File: config.mk
export PLATFORM = sky130hd
export DESIGN_NAME = mux_rr_scheduler
export DESIGN_NICKNAME = d
export VERILOG_FILES = /design/src/rtl/mux_sched_pkg.sv /design/src/rtl/mux_rr_scheduler_rr_pick.sv /design/src/rtl/mux_rr_scheduler.sv
export SDC_FILE = /design/constraint.sdc
export NUM_CORES = 1
export LEC_CHECK = 0
export BUFFER_PORTS_ARGS = -buffer_cell sky130_fd_sc_hd__buf_2
export CORE_UTILIZATION = 30
export DETAILED_ROUTE_END_ITERATION = 8
export PLACE_DENSITY = 0.45
export SYNTH_ARGS = -nofsm -noshare
export SYNTH_HDL_FRONTEND = slang
export SYNTH_SLANG_ARGS = --single-unit
File: constraint.sdc
create_clock -name clk -period 10.37 [get_ports clk]
set_clock_uncertainty 0.2 [all_clocks]
set_input_delay 1.5555 -clock clk [delete_from_list [all_inputs] [get_ports clk]]
set_output_delay 1.5555 -clock clk [all_outputs]
set_load 0.02 [all_outputs]
File: src/rtl/mux_sched_pkg.sv
`default_nettype none
// ============================================================================
//  Module      : mux_sched_pkg
//  Description : Shared constants and state encoding for the round-robin
//                mux scheduler and its priority-scan helper.
//  Contents    : N_REQ   - number of requesters sharing the mux
//                SEL_W   - width of the mux select / requester index
//                state_t - scheduler state encoding (IDLE / GRANT)
//  Revision    : 1.0 - initial release
// ============================================================================
package mux_sched_pkg;

  localparam int N_REQ = 8;
  localparam int SEL_W = 3;

  typedef enum logic [0:0] {
    ST_IDLE  = 1'b0,
    ST_GRANT = 1'b1
  } state_t;

endpackage
`default_nettype wire

File: src/rtl/mux_rr_scheduler_rr_pick.sv
`default_nettype none
// ============================================================================
//  Module      : rr_pick
//  Description : Combinational wrap-around priority scan. Returns the first
//                set request bit found scanning ptr, ptr+1, ..., 7, 0, ...,
//                ptr-1.
//  Ports       : req [7:0] in  - request vector
//                ptr [2:0] in  - starting position of the scan
//                idx [2:0] out - index of the first set bit (ptr when none)
//                any       out - at least one request bit is set
//  Revision    : 1.0 - initial release
// ============================================================================
module rr_pick
  import mux_sched_pkg::*;
(
  input  logic [N_REQ-1:0] req,
  input  logic [SEL_W-1:0] ptr,
  output logic [SEL_W-1:0] idx,
  output logic             any
);

  logic [SEL_W-1:0] w_pos;

  // Scan from the farthest offset back toward ptr so that the closest set
  // bit (smallest offset from ptr) is the last one written and wins.
  // The position arithmetic wraps naturally in SEL_W bits.
  always_comb begin
    idx   = ptr;
    any   = |req;
    w_pos = '0;
    for (int k = N_REQ - 1; k >= 0; k--) begin
      w_pos = ptr + SEL_W'(k);
      if (req[w_pos]) begin
        idx = w_pos;
      end
    end
  end

endmodule
`default_nettype wire

File: src/rtl/mux_rr_scheduler.sv
`default_nettype none
// ============================================================================
//  Module      : mux_rr_scheduler
//  Description : Round-robin scheduler sharing one 8:1 single-bit data mux
//                among 8 requesters, with a valid/ready handshake toward a
//                single consumer. Each grant is limited to MAX_BURST
//                accepted transfers before the grant rotates.
//  Ports       : clk           in  - rising-edge clock
//                rst           in  - synchronous active-high reset
//                req [7:0]     in  - request vector, bit i = requester i
//                in  [7:0]     in  - data bits, in[i] belongs to requester i
//                out_ready     in  - consumer accepts out this cycle
//                sel [2:0]     out - registered mux select (grantee index)
//                gnt [7:0]     out - registered one-hot grant, zero if idle
//                out           out - in[sel] through the shared mux
//                out_valid     out - grant active and grantee requesting
//  Revision    : 1.0 - initial release
// ============================================================================
module mux_rr_scheduler
  import mux_sched_pkg::*;
#(
  parameter int MAX_BURST = 4,
  parameter int CNT_W     = 4
) (
  input  logic             clk,
  input  logic             rst,
  input  logic [N_REQ-1:0] req,
  input  logic [N_REQ-1:0] in,
  input  logic             out_ready,
  output logic [SEL_W-1:0] sel,
  output logic [N_REQ-1:0] gnt,
  output logic             out,
  output logic             out_valid
);

  // Burst count value at which the next accepted transfer ends the grant.
  localparam logic [CNT_W-1:0] C_LAST_BEAT = CNT_W'(MAX_BURST - 1);

  state_t           r_state;
  state_t           w_state_nxt;
  logic [SEL_W-1:0] r_sel;
  logic [SEL_W-1:0] w_sel_nxt;
  logic [N_REQ-1:0] r_gnt;
  logic [N_REQ-1:0] w_gnt_nxt;
  logic [SEL_W-1:0] r_ptr;
  logic [SEL_W-1:0] w_ptr_nxt;
  logic [CNT_W-1:0] r_burst_cnt;
  logic [CNT_W-1:0] w_burst_cnt_nxt;

  logic [SEL_W-1:0] w_pick_ptr;
  logic [SEL_W-1:0] w_pick_idx;
  logic             w_pick_any;
  logic             w_xfer;
  logic             w_release;

  // A single scanner serves both cases: from the stored pointer when idle,
  // and from the position after the current grantee when a grant releases.
  // Starting after the grantee makes it the last candidate, so it is only
  // regranted when nobody else is requesting.
  assign w_pick_ptr = (r_state == ST_IDLE) ? r_ptr : (r_sel + SEL_W'(1));

  rr_pick u_rr_pick (
    .req (req),
    .ptr (w_pick_ptr),
    .idx (w_pick_idx),
    .any (w_pick_any)
  );

  // Shared 8:1 data mux.
  assign out = in[r_sel];

  assign out_valid = (r_gnt != '0) && req[r_sel];
  assign w_xfer    = out_valid && out_ready;
  assign w_release = !req[r_sel] || (w_xfer && (r_burst_cnt == C_LAST_BEAT));

  assign sel = r_sel;
  assign gnt = r_gnt;

  always_comb begin
    w_state_nxt     = r_state;
    w_sel_nxt       = r_sel;
    w_gnt_nxt       = r_gnt;
    w_ptr_nxt       = r_ptr;
    w_burst_cnt_nxt = r_burst_cnt;

    case (r_state)
      ST_IDLE: begin
        if (w_pick_any) begin
          w_sel_nxt       = w_pick_idx;
          w_gnt_nxt       = N_REQ'(1) << w_pick_idx;
          w_burst_cnt_nxt = '0;
          w_state_nxt     = ST_GRANT;
        end
      end

      ST_GRANT: begin
        if (w_release) begin
          w_ptr_nxt = r_sel + SEL_W'(1);
          if (w_pick_any) begin
            // Back-to-back regrant, no idle bubble.
            w_sel_nxt       = w_pick_idx;
            w_gnt_nxt       = N_REQ'(1) << w_pick_idx;
            w_burst_cnt_nxt = '0;
          end else begin
            w_gnt_nxt   = '0;
            w_state_nxt = ST_IDLE;
          end
        end else if (w_xfer) begin
          w_burst_cnt_nxt = r_burst_cnt + CNT_W'(1);
        end
      end

      default: begin
        w_gnt_nxt   = '0;
        w_state_nxt = ST_IDLE;
      end
    endcase
  end

  always_ff @(posedge clk) begin
    if (rst) begin
      r_state     <= ST_IDLE;
      r_sel       <= '0;
      r_gnt       <= '0;
      r_ptr       <= '0;
      r_burst_cnt <= '0;
    end else begin
      r_state     <= w_state_nxt;
      r_sel       <= w_sel_nxt;
      r_gnt       <= w_gnt_nxt;
      r_ptr       <= w_ptr_nxt;
      r_burst_cnt <= w_burst_cnt_nxt;
    end
  end

endmodule
`default_nettype wire

==> flow_summary.toml, run 1 <==
[logic_synthesis]
synth_top_cell_area_share_pct = 18.7
async_flop_share_pct = 0
yosysSeqAreaShare_pct = 18.7
synthTopCellsByArea = "dfxtp_1 19%, mux4_2 7.8%, nand2_1 5.7%, a21oi_1 4.9%, mux2i_1 4.4%"
ys_types = 58
ys_seq_elements = 19
avgSynthCellArea_um2 = 8.23
syn_nets = 270
syn-cell-area_mm2 = 0.00203
synthCells = 247
yosysMostFrequentCell = "nand2_1"
synth_common_cells = "31 x nand2_1, 20 x a21oi_1, 19 x dfxtp_1, 19 x nor2_1, 12 x nand3_1"
yosys_warnings = 0
synth.largest_area_cell = "dfxtp_1"
synth_edf_count = 0
synthFlopType = "dfxtp_1"

[grt]
grt_usage_pct = 17.2
antenna_found_initial = 0
grt_start_max_net_pins = 20
overflow = 0
grt_pass1_wl_um = 9890
grt_pass1_vias = 1906

[final_layout]
area_growth_pct = 11.9
nFillCells = 681
n_antenna_cell = 0
final_area_mm2 = 0.00227
fin_nets = 297
drive_gt1_share_pct = 27.1
post-route-util_pct = 35.2

[die]
die_area_mm2 = 0.00711
initial_utilization_pct = 31.5
row_count = 29
chipHeight_um = 84.3
die_x_um = 84.3
coreArea_mm2 = 0.00646
pin_count = 32

[clock_network]
cts.sinks = 19
cts_htree_levels = 1
post_cts_resized = 0
ctsHoldBuffers = 0
clockBufferDepth = 2
clk_latency_ns = 0.26
cts_made_buffers = 3
cts_tree = "built"
cts.clk_slew.worst_paths_ns = 0.08
cts_root_buf = "clkbuf_8"
post_cts_buffers = 0

[worst_setup_path]
slowest_stage = "mux4_2"
path_max_fanout = 6
crit_path_start_kind = "primary input"
arrival_ns = 2.80
crit_path_end_kind = "primary output"
crit_required_ns = 8.61
cp_common_cell = "buf_2"
criticalPathCategory = "primary input to primary output"
slowest_delay_ns = 0.48
path_cells = "buf_2 -> mux4_2 -> mux2i_1 -> a21oi_1 -> buf_2"

[drt]
drt-total-wl_um = 5870
drt_iter0_drc = 92
routed_via_density = 5.68
vias = 1988
wl_per_cell_um = 16.8
drcViolationCount = 2
ant_nets = 0
dr.pass1.iters = 6

[place]
portBuffers = 31
hpwl_um = 4620
dpl-instance-area_mm2 = 0.00223
gp_congestion = 0.837

[hold_path]
min_path_type = "flip-flop to flip-flop"

[sta]
min_period_ns = 4.55
tightest_slew_ns = 0.744
fmax_mhz = 220
hold-worst-slack_ns = 0.292
rsz0062_at_grt = "false"
fin_crit_sh_pct = 43.9
slew_violations = 0
setup_viol_count_final = 0
tns_ns = 0
slew_headroom_pct = 50.4
finalHoldViolCount = 0

[status]
outcome = "complete, but fails checks"
violations = "DRC"

[power]
power.density_mw_per_mm2 = 336
ir_drop_v = 0.000202
p_total_uw = 764
p_leak_nw = 0.908

[flow_run]
drv_cap = 0
==> per-layer routing <==
| layer | up-vias | part of all wire, % | global-route usage [%] |
|---|---|---|---|
| met5 | - | 0 | 0 |
| met4 | 0 | 1.1 | 2.98 |
| met3 | 6 | 4.6 | 3.15 |
| met2 | 58 | 46 | 28.2 |
| met1 | 930 | 49 | 24.0 |
| li1 | 994 | - | - |
==> cell families after synthesis <==
kind of cell	synth area share (%)
compound gates	28.8
fa+ha+maj	2.46
flops	18.7
xor+xnor	7.14
simple gates	24.2
mux	14.4
buf+inv	4.25
==> metrics by stage <==
step	worst slack, ns	std cells
global route	5.74	350
detailed placement	5.80	346
floorplan	6.23	247
finish	5.82	350
CTS	5.80	350
global placement	5.81	346
==> sequential cells by signal (all words and copies together) (netlist names) <==
register / flops
r_ptr: 3
r_burst_cnt: 4
gnt: 8
r_state: 1
sel: 3
==> cells in the final DEF, fill, tap and decap left out, types with 3 or more instances in the layout <==
cell,instances
dfxtp_1,19
and2_1,7
or2_2,3
a32oi_1,3
and3_1,3
o21ai_1,3
mux4_2,7
buf_2,31
mux2_2,4
o21a_1,4
nand3_1,12
o21ai_0,11
nor3_1,11
nor4_1,5
a211oi_1,5
clkbuf_8,3
inv_1,3
xnor2_1,4
a211oi_2,3
mux2i_1,9
a21oi_1,20
nor2_1,19
ha_1,4
xnor2_2,4
nand2_1,31
a31oi_1,4
==> worst max-delay path, delay by kind of cell <==
family / cells / cell delay (ns)
mux: 2 / 0.86
compound gates: 1 / 0.07
buf+inv: 2 / 0.32
==> final timing paths <==
check              start        end  cells after the start  slack (ns)
setup reg to reg  sel[0]     gnt[0]                     10        6.03
setup / recovery  req[1]  out_valid                      5        5.82
hold reg to reg   gnt[1]     gnt[1]                      2        0.29
hold / removal    gnt[1]     gnt[1]                      2        0.29
==> area by class of cell <==
| cell class | instances | area (um2) | area share, % |
|---|---|---|---|
| clock inverter | 1 | 7.51 | 0.330 |
| tap | 77 | 96.3 | 4.24 |
| sequential | 19 | 380 | 16.7 |
| inverter | 6 | 27.5 | 1.21 |
| clock buffer | 3 | 41.3 | 1.82 |
| multi-input combinational | 213 | 1570 | 68.9 |
| timing repair buffer | 31 | 155 | 6.82 |
==> power by group <==
group | switching, mW | total (mW) | internal, mW
logic | 0.358 | 0.586 | 0.228
clock network | 0.0270 | 0.0542 | 0.0271
registers | 0.0301 | 0.124 | 0.0941
total | 0.415 | 0.764 | 0.350
No activity file was read; power rests on OpenSTA's default activity.
==> inputs of run 2 (changes only) <==
--- a/config.mk
+++ b/config.mk
@@ -8,7 +8,7 @@
 export BUFFER_PORTS_ARGS = -buffer_cell sky130_fd_sc_hd__buf_2
 export CORE_UTILIZATION = 30
 export DETAILED_ROUTE_END_ITERATION = 8
-export PLACE_DENSITY = 0.45
+export PLACE_DENSITY = 0.46
 export SYNTH_ARGS = -nofsm -noshare
 export SYNTH_HDL_FRONTEND = slang
 export SYNTH_SLANG_ARGS = --single-unit
==> constraint.sdc (replaced) <==
create_clock -name clk -period 4.02 [get_ports clk]
set_clock_uncertainty 0.2 [all_clocks]
set_input_delay 0.603 -clock clk [delete_from_list [all_inputs] [get_ports clk]]
set_output_delay 0.603 -clock clk [all_outputs]
set_load 0.02 [all_outputs]
==> run 2 against run 1 <==
Against the previous run:
- the run still ends with DRC left
- clock-buffer cell count is the same
- die area is the same
- design area grew 2.3%
- power grew to 2.6 times the previous value
- critical path depth grew 6
- global-route usage shrank 0.090 points
- non-clock buffer count grew 7
- register-to-register slack lost 5.7 ns
- via count grew 3.5%
- core utilization grew 0.81 points
==> flow_summary.toml, run 2 (same netlist as run 1, synthesis figures left out) <==
[sta]
min_period_ns = 3.71
tns_ns = 0
setup_viol_count_final = 0
tightest_slew_ns = 0.708
fin_crit_sh_pct = 92.2
finalHoldViolCount = 0
rsz0062_at_grt = "false"
slew_headroom_pct = 52.3
slew_violations = 0
fmax_mhz = 270
hold-worst-slack_ns = 0.286

[worst_setup_path]
path_max_fanout = 10
crit_required_ns = 3.98
arrival_ns = 3.67
crit_path_end_kind = "flip-flop"
crit_path_start_kind = "flip-flop"
criticalPathCategory = "flip-flop to flip-flop"

[grt]
grt_usage_pct = 17.2
grt_pass1_wl_um = 9720
grt_pass1_vias = 1963
overflow = 0
antenna_found_initial = 0
grt_start_max_net_pins = 14

[final_layout]
nFillCells = 691
final_cell_mix = "31 x nand2_1, 31 x buf_2, 20 x a21oi_1"
area_growth_pct = 14.5
post-route-util_pct = 36.0
fin_nets = 304
drive_gt1_share_pct = 28.9
largest_reg_flops = 8
n_antenna_cell = 0

[die]
row_count = 29
coreArea_mm2 = 0.00646
chipHeight_um = 84.3
die_area_mm2 = 0.00711
die_x_um = 84.3
initial_utilization_pct = 31.5
pin_count = 32

[power]
seqPwrFrac_pct = 14.2
intPower_uw = 946
p_leak_nw = 0.943
ir_drop_v = 0.000288
power.density_mw_per_mm2 = 869
power.switching_mw = 1.08
swShare_pct = 53.2
power_frac_comb_pct = 78.8
p_clk_share_pct = 6.9

[status]
violations = "DRC"
outcome = "complete, but fails checks"

[clock_network]
clk_latency_ns = 0.26
ctsHoldBuffers = 0
cts.clk_slew.worst_paths_ns = 0.08
post_cts_buffers = 0
clockBufferDepth = 2
cts_made_buffers = 3
cts_tree = "built"
cts.sinks = 19
cts_htree_levels = 1
cts_root_buf = "clkbuf_8"
post_cts_resized = 0

[drt]
drt-total-wl_um = 5980
dr.pass1.iters = 6
routed_via_density = 5.76
ant_nets = 0
vias = 2058
drt_iter0_drc = 144
wl_per_cell_um = 16.7
drcViolationCount = 2

[hold_path]
min_path_type = "flip-flop to flip-flop"

[place]
portBuffers = 31
hpwl_um = 4740
gp_congestion = 0.848

[flow_run]
drv_cap = 0
## run 2: cell types whose count changed in the layout (fill, tap and decap cells not counted), sizes merged
| cell | before | now |
|---|---|---|
| buf | 31 | 38 |
## run 2: power by group through the flow
stage	Clock, mW	Sequential [mW]	Combinational (mW)
final	0.140	0.288	1.59
after global routing	0.152	0.297	1.75
after CTS	0.146	0.289	1.60
after detailed placement	0	0.293	1.59
after global placement	0	0.294	1.61
after floorplan	0	0.347	1.15
## run 2: final timing paths
check	from	to	slack, ns	cells after the start
setup / recovery	sel[0]	gnt[3]	0.31	11
hold reg to reg	gnt[5]	gnt[5]	0.29	2
hold / removal	gnt[5]	gnt[5]	0.29	2
setup reg to reg	sel[0]	gnt[3]	0.31	11
## run 2: layer usage
metal,up-vias,routed length [um],part of all wire (%),track usage (%)
met5,-,0,0,0
met4,0,37,0.62,3.29
met3,4,294,4.9,2.75
met2,48,2780,47,28.1
met1,998,2860,48,23.9
li1,1008,-,-,-
## run 2: per-stage QoR
stage	setup WS (ns)	std cells	cell area [um2]	power [mW]
floorplan	0.184	247	2030	1.49
global placement	0.380	353	2280	1.90
detailed placement	0.355	353	2280	1.88
CTS	0.333	357	2330	2.03
global route	0.0588	357	2330	2.20
finish	0.313	357	2330	2.02
## run 2: layout make-up
class                           instances  area [um2]  share of cell area (%)
Clock inverter                          1        7.51                   0.323
Multi-Input combinational cell        213        1570                    67.3
Sequential cell                        19         380                    16.3
Inverter                                6        27.5                    1.18
Clock buffer                            3        41.3                    1.77
Tap cell                               77        96.3                    4.14
Timing Repair Buffer                   38         208                    8.92
## run 2: critical path, cell delays in order (launching register included)
cell and delay (ns):
dfxtp_1 0.32, ha_1 0.34, mux2_2 0.36, inv_2 0.19, ha_1 0.34, xnor2_2 0.21
mux4_2 0.58, a211oi_2 0.23, a21oi_1 0.07, a211oi_2 0.36, nor3_2 0.12, a32o_2 0.29
